==> config.mk <==
export PLATFORM = sky130hd
export DESIGN_NAME = tl_cntr_param
export DESIGN_NICKNAME = d
export VERILOG_FILES = /design/src/rtl/tl_cntr_param.sv
export SDC_FILE = /design/constraint.sdc
export NUM_CORES = 1
export LEC_CHECK = 0
export ABC_AREA = 1
export CORE_AREA = 2 2 39 41
export DETAILED_ROUTE_END_ITERATION = 16
export DIE_AREA = 0 0 41 43
export DONT_BUFFER_PORTS = 1
export PLACE_DENSITY = 0.65
export SYNTH_ARGS = -nofsm -noshare
export SYNTH_HDL_FRONTEND = slang
export SYNTH_SLANG_ARGS = --single-unit
==> constraint.sdc <==
create_clock -name clk -period 1.6 [get_ports clk]
set_input_delay 0.32 -clock clk [delete_from_list [all_inputs] [get_ports clk]]
set_output_delay 0.32 -clock clk [all_outputs]
set_load 0.03 [all_outputs]
==> src/rtl/tl_cntr_param.sv <==
// -----------------------------------------------------------------------------
// tl_cntr_param -- parametrised two-road traffic light controller.
//
// Moore FSM with a per-state cycle timer. Road A green is held for at least
// MIN_GREEN cycles. It ends once road A is empty, or after MAX_GREEN cycles
// when road B has traffic waiting. Yellow lasts YELLOW_CYC cycles. Road B
// mirrors road A.
//
// Optional feature, macro ALL_RED_EN:
//   defined   -> an all-red clearance state (AR after AY, BR after BY) of
//                ALL_RED_CYC cycles sits between yellow and the cross green.
//   undefined -> yellow goes straight to the cross road's green.
//
// Ports:
//   clk      in   rising-edge system clock
//   reset_n  in   synchronous reset, ACTIVE HIGH despite the name
//   Ta, Tb   in   traffic present on road A / road B
//   La, Lb   out  lamp codes: 00 green, 01 yellow, 10 red
//   phase    out  current state code (AG=0 AY=1 BG=2 BY=3 AR=4 BR=5)
//   timer    out  cycles spent in the current state, saturating
// -----------------------------------------------------------------------------
module tl_cntr_param #(
  parameter int CNT_W       = 8,
  parameter int MIN_GREEN   = 3,
  parameter int MAX_GREEN   = 20,
  parameter int YELLOW_CYC  = 5,
  parameter int ALL_RED_CYC = 2
) (
  input  logic             clk,
  input  logic             reset_n,
  input  logic             Ta,
  input  logic             Tb,
  output logic [1:0]       La,
  output logic [1:0]       Lb,
  output logic [2:0]       phase,
  output logic [CNT_W-1:0] timer
);

  localparam logic [1:0] GREEN  = 2'b00;
  localparam logic [1:0] YELLOW = 2'b01;
  localparam logic [1:0] RED    = 2'b10;

  // Thresholds are "duration - 1" because the timer reads 0 in the first
  // cycle of a state.
  localparam logic [CNT_W-1:0] MIN_M1 = CNT_W'(MIN_GREEN - 1);
  localparam logic [CNT_W-1:0] MAX_M1 = CNT_W'(MAX_GREEN - 1);
  localparam logic [CNT_W-1:0] YEL_M1 = CNT_W'(YELLOW_CYC - 1);
`ifdef ALL_RED_EN
  localparam logic [CNT_W-1:0] RED_M1 = CNT_W'(ALL_RED_CYC - 1);
`endif

  // Reject parameter sets the timer cannot represent or that make no sense.
  localparam longint TIMER_MAX = (longint'(1) << CNT_W) - 1;
  generate
    if (CNT_W < 1 || MIN_GREEN < 1 || MAX_GREEN < MIN_GREEN ||
        YELLOW_CYC < 1 || ALL_RED_CYC < 1 ||
        longint'(MAX_GREEN) > TIMER_MAX || longint'(YELLOW_CYC) > TIMER_MAX ||
        longint'(ALL_RED_CYC) > TIMER_MAX) begin : g_bad_params
      $error("tl_cntr_param: illegal parameter combination");
    end
  endgenerate

  // Encodings double as the phase codes. AR/BR are only reachable with the
  // all-red feature enabled. Codes 6 and 7 fall into the default branches.
  typedef enum logic [2:0] {
    AG = 3'd0,
    AY = 3'd1,
    BG = 3'd2,
    BY = 3'd3,
    AR = 3'd4,
    BR = 3'd5
  } state_e;

  state_e state;
  state_e next_state;

  // Next-state logic.
  always_comb begin
    // NOTE: every variable assigned in always_comb gets a default first, so no
    // path through the case can leave it unassigned and infer a latch.
    next_state = state;
    case (state)
      AG: if ((timer >= MIN_M1 && !Ta) || (timer >= MAX_M1 && Tb))
            next_state = AY;
      AY: if (timer == YEL_M1)
`ifdef ALL_RED_EN
            next_state = AR;
`else
            next_state = BG;
`endif
      BG: if ((timer >= MIN_M1 && !Tb) || (timer >= MAX_M1 && Ta))
            next_state = BY;
      BY: if (timer == YEL_M1)
`ifdef ALL_RED_EN
            next_state = BR;
`else
            next_state = AG;
`endif
`ifdef ALL_RED_EN
      AR: if (timer == RED_M1) next_state = BG;
      BR: if (timer == RED_M1) next_state = AG;
`endif
      default: next_state = AG;  // illegal code: recover to AG
    endcase
  end

  // State and timer registers. The reset is synchronous and active high.
  always_ff @(posedge clk) begin
    // NOTE: sequential state uses non-blocking assignments, so every register
    // samples the values from before this edge, whatever the statement order.
    if (reset_n) begin
      state <= AG;
      timer <= '0;
    end else begin
      state <= next_state;
      if (next_state != state)
        timer <= '0;
      else if (timer != '1)          // saturate, never wrap
        timer <= timer + CNT_W'(1);
    end
  end

  // Moore outputs, decoded from the state register only. Both lamps default
  // to red, so AR, BR and illegal codes show red on both roads.
  always_comb begin
    La = RED;
    Lb = RED;
    case (state)
      AG:      La = GREEN;
      AY:      La = YELLOW;
      BG:      Lb = GREEN;
      BY:      Lb = YELLOW;
      default: ;
    endcase
  end

  assign phase = state;

endmodule

==> qor.csv <==
metric,value,unit
post-synthesis mux area share,0.0148,
Critical Path Source,timer[0],
die width,41,um
number of standard cells after synthesis,103,
internal cell power,0.000397,W
hold-critical path depth,2,
clock net sink count,11,
nets in the synthesized netlist,110,
largest net degree at the start of global routing,9,
FF/Latch Area,223,sq um
TritonCTS clock tree,built,
area of all placed cells without fillers,883,sq um
Cell variety after synth,21,
port buffer count,0,
post-cts hold buffer count,0,
adder-cell share of the synthesized area,0.0554,
max-slew violation count,0,
count of unresolved DRC violations after routing,0,
insertion delay of the later-clocked pin in the worst-skew pair,270,ps
number of cell instances on the worst register-to-register path,11,
boundary pin count,19,
TritonCTS Buffers,3,
post-synthesis cell area,678,sq um
simple-gate share of the synthesized area,0.365,
endpoint arrival time on the critical path,1790,ps
total number of vias,655,
detailed placement HPWL,1130,um
number of violations of the max-capacitance limit,0,
setup repair after global routing missed its margin,yes,
pwr/cell area,613,nW/um^2
Post-Syn Area per Cell,6.58,sq um
Nets,131,
worst stage delay on the critical path,360,ps
sequential cell area fraction in the yosys report,0.325,
reported net switching power,0.000145,W
placement-stage cell area,827,sq um
DRT iter0 DRCs,10,
result of the run,finished clean,
final critical-path share of the clock period,0.989,
GRT Total Usage,0.199,
overflow left after global routing,0,
Setup-failing EPs final,0,
largest cells by area after synthesis,"sky130_fd_sc_hd__dfxtp_1 (32%), sky130_fd_sc_hd__nor2_1 (12%), sky130_fd_sc_hd__nand2_1 (11%), sky130_fd_sc_hd__inv_1 (8.9%), sky130_fd_sc_hd__ha_1 (5.5%)",
Sw Ratio,0.268,
Worst R2R End,timer[6],
layout overhead on the synthesized area,30.3,%
wire per inst,10.4,um
accumulated negative setup slack,0,ps
endpoint class of the critical path,flop,
initial core utilization,0.490,
dominant combinational cell family by area after synthesis,simple AND/OR/NAND/NOR gates,
Clk Tree Root Cell,sky130_fd_sc_hd__clkbuf_4,
row count,14,
Synth top area share,0.325,
remaining antenna violation count after routing,0,
worst endpoint required time,1810,ps
beginning of the worst register-to-register path,timer[0],
final hold viol count,0,
area used by multi-input combinational logic,430,sq um
Die H,43,um
worst path cell trace,inv_2 > ha_2 > nor2_1 > nand3_1 > o21bai_1 > nand2_1 > nand2_2 > nand4_1 > nand2_2 > nand2_4 > nor2_1,
count of fill cells added during filler insertion,132,
number of vias per cell,4.71,
via count of the first global-routing pass,598,
global-route wire length before repair,2380,um
dominant cell type by area after synthesis,sky130_fd_sc_hd__dfxtp_1,
post-synthesis compound-gate area fraction,0.0756,
total iterations of the first detailed-routing run,4,
kind of start point of the critical path,flop,
total length of routed wires,1450,um
Sequential Power Share,0.525,
register clock-pin slew on the reported worst setup and hold paths,80,ps
Hold Crit Class,input port to flop,
XOR/XNOR share of the synthesized area,0.0646,
initial antenna violation count,0,
Inserted Diodes,0,
proportion of layout cells with a drive suffix above 1,0.301,
minimum period implied by the final worst setup slack,1580,ps
slowest cell on the critical path,sky130_fd_sc_hd__dfxtp_2,
Worst Setup Path Type,flop to flop,
maximum count of clock buffers along a single path,2,
clock power share,0.366,
DIE AREA,1760,sq um
R2R setup slack,20,ps
crit path max fanout,8,
number of warnings printed during yosys synthesis,0,
maximum clock rate,632,MHz
GPL Wtd Cong,0.788,
combinational share of power,0.109,
worst setup path end,timer[6],
number of levels in the clock H-tree,1,
Core ar.,1380,sq um
Peak supply drop,0.000415,V
Leak Pwr,0.444,nW
Yosys reg bits,11,
final clock skew,1.12,ps
-- worst max-delay path: cells and delay by family (launching register included) --
family / cells / cell delay [ps]
AND/OR/NAND/NOR: 8 / 760
AO/OA/AOI/OAI: 1 / 170
buffers and inverters: 1 / 60
flip-flops: 1 / 360
adder cells (fa/ha/maj): 1 / 170
-- routing by layer --
metal	wire length, um	vias up	global-route usage
li1	-	359	-
met1	709	283	0.275
met2	669	11	0.284
met3	66	2	0.0524
met4	6	0	0.0800
met5	0	-	0
-- power groups by stage --
stage / Sequential (W) / Combinational [W] / Clock, W
final: 0.000284 / 0.0000591 / 0.000198
after global routing: 0.000286 / 0.0000651 / 0.000220
after CTS: 0.000284 / 0.0000548 / 0.000202
after detailed placement: 0.000291 / 0.0000546 / 0
after global placement: 0.000290 / 0.0000538 / 0
after floorplan: 0.000298 / 0.0000318 / 0
-- synthesized netlist by cell type --
| cell | number |
|---|---|
| sky130_fd_sc_hd__a21o_1 | 1 |
| sky130_fd_sc_hd__a21oi_1 | 2 |
| sky130_fd_sc_hd__a31o_2 | 1 |
| sky130_fd_sc_hd__conb_1 | 1 |
| sky130_fd_sc_hd__dfxtp_1 | 11 |
| sky130_fd_sc_hd__ha_1 | 3 |
| sky130_fd_sc_hd__inv_1 | 16 |
| sky130_fd_sc_hd__inv_2 | 1 |
| sky130_fd_sc_hd__mux2i_1 | 1 |
| sky130_fd_sc_hd__nand2_1 | 19 |
| sky130_fd_sc_hd__nand2_4 | 1 |
| sky130_fd_sc_hd__nand3_1 | 6 |
| sky130_fd_sc_hd__nand4_1 | 3 |
| sky130_fd_sc_hd__nor2_1 | 22 |
| sky130_fd_sc_hd__nor2_2 | 2 |
| sky130_fd_sc_hd__nor3_1 | 3 |
| sky130_fd_sc_hd__o21ai_0 | 2 |
| sky130_fd_sc_hd__o21bai_1 | 2 |
| sky130_fd_sc_hd__or2_2 | 1 |
| sky130_fd_sc_hd__xnor2_1 | 1 |
| sky130_fd_sc_hd__xor2_1 | 4 |
-- registers in the layout (all words and copies together), names as in the netlist --
signal and count:
timer 8, phase 3
-- cell families (layout without fill, tap and decap cells) --
group,after synthesis,after routing
compound gates,8,8
xor+xnor,5,5
fa+ha+maj,3,3
buf+inv,17,37
flops,11,11
mux,1,1
other cells,1,1
simple gates,57,57
-- layout by cell type, fill, tap and decap left out, drive strengths merged, types with 4 or more instances in the layout --
master  Yosys  routed
nand3       6       6
buf         0      16
inv        17      17
nand2      20      20
xor2        4       4
nor2       24      24
clkbuf      0       4
dfxtp      11      11
-- per-stage QoR --
stage               setup slack, ps  hold WS [ps]   util  power, W  cells
floorplan                      34.6           455      -  0.000330    103
global placement                130           462  0.598  0.000344    133
detailed placement             42.0           470  0.598  0.000345    133
CTS                            18.1           181  0.617  0.000540    137
global route                   -115           190  0.638  0.000571    139
finish                         17.3           180  0.638  0.000542    139
-- worst min-delay path by stage --
stage,startpoint,to
global route,reset_n,phase[1]
CTS,reset_n,phase[1]
finish,reset_n,phase[1]
floorplan,reset_n,phase[1]
global placement,reset_n,phase[1]
detailed placement,reset_n,phase[1]
-- area by class of cell --
cell class / instances / area share
Clock buffer: 4 / 0.0297
Sequential cell: 11 / 0.252
Inverter: 17 / 0.0722
Timing Repair Buffer: 16 / 0.136
Multi-Input combinational cell: 75 / 0.487
Tap cell: 16 / 0.0227
-- what timing repair did --
item	CTS	global route
hold endpoints to repair	0	0
buffers inserted	0	2
setup endpoints to repair	0	8
gates resized for setup	0	7
Power figures use the tool's default switching activity.
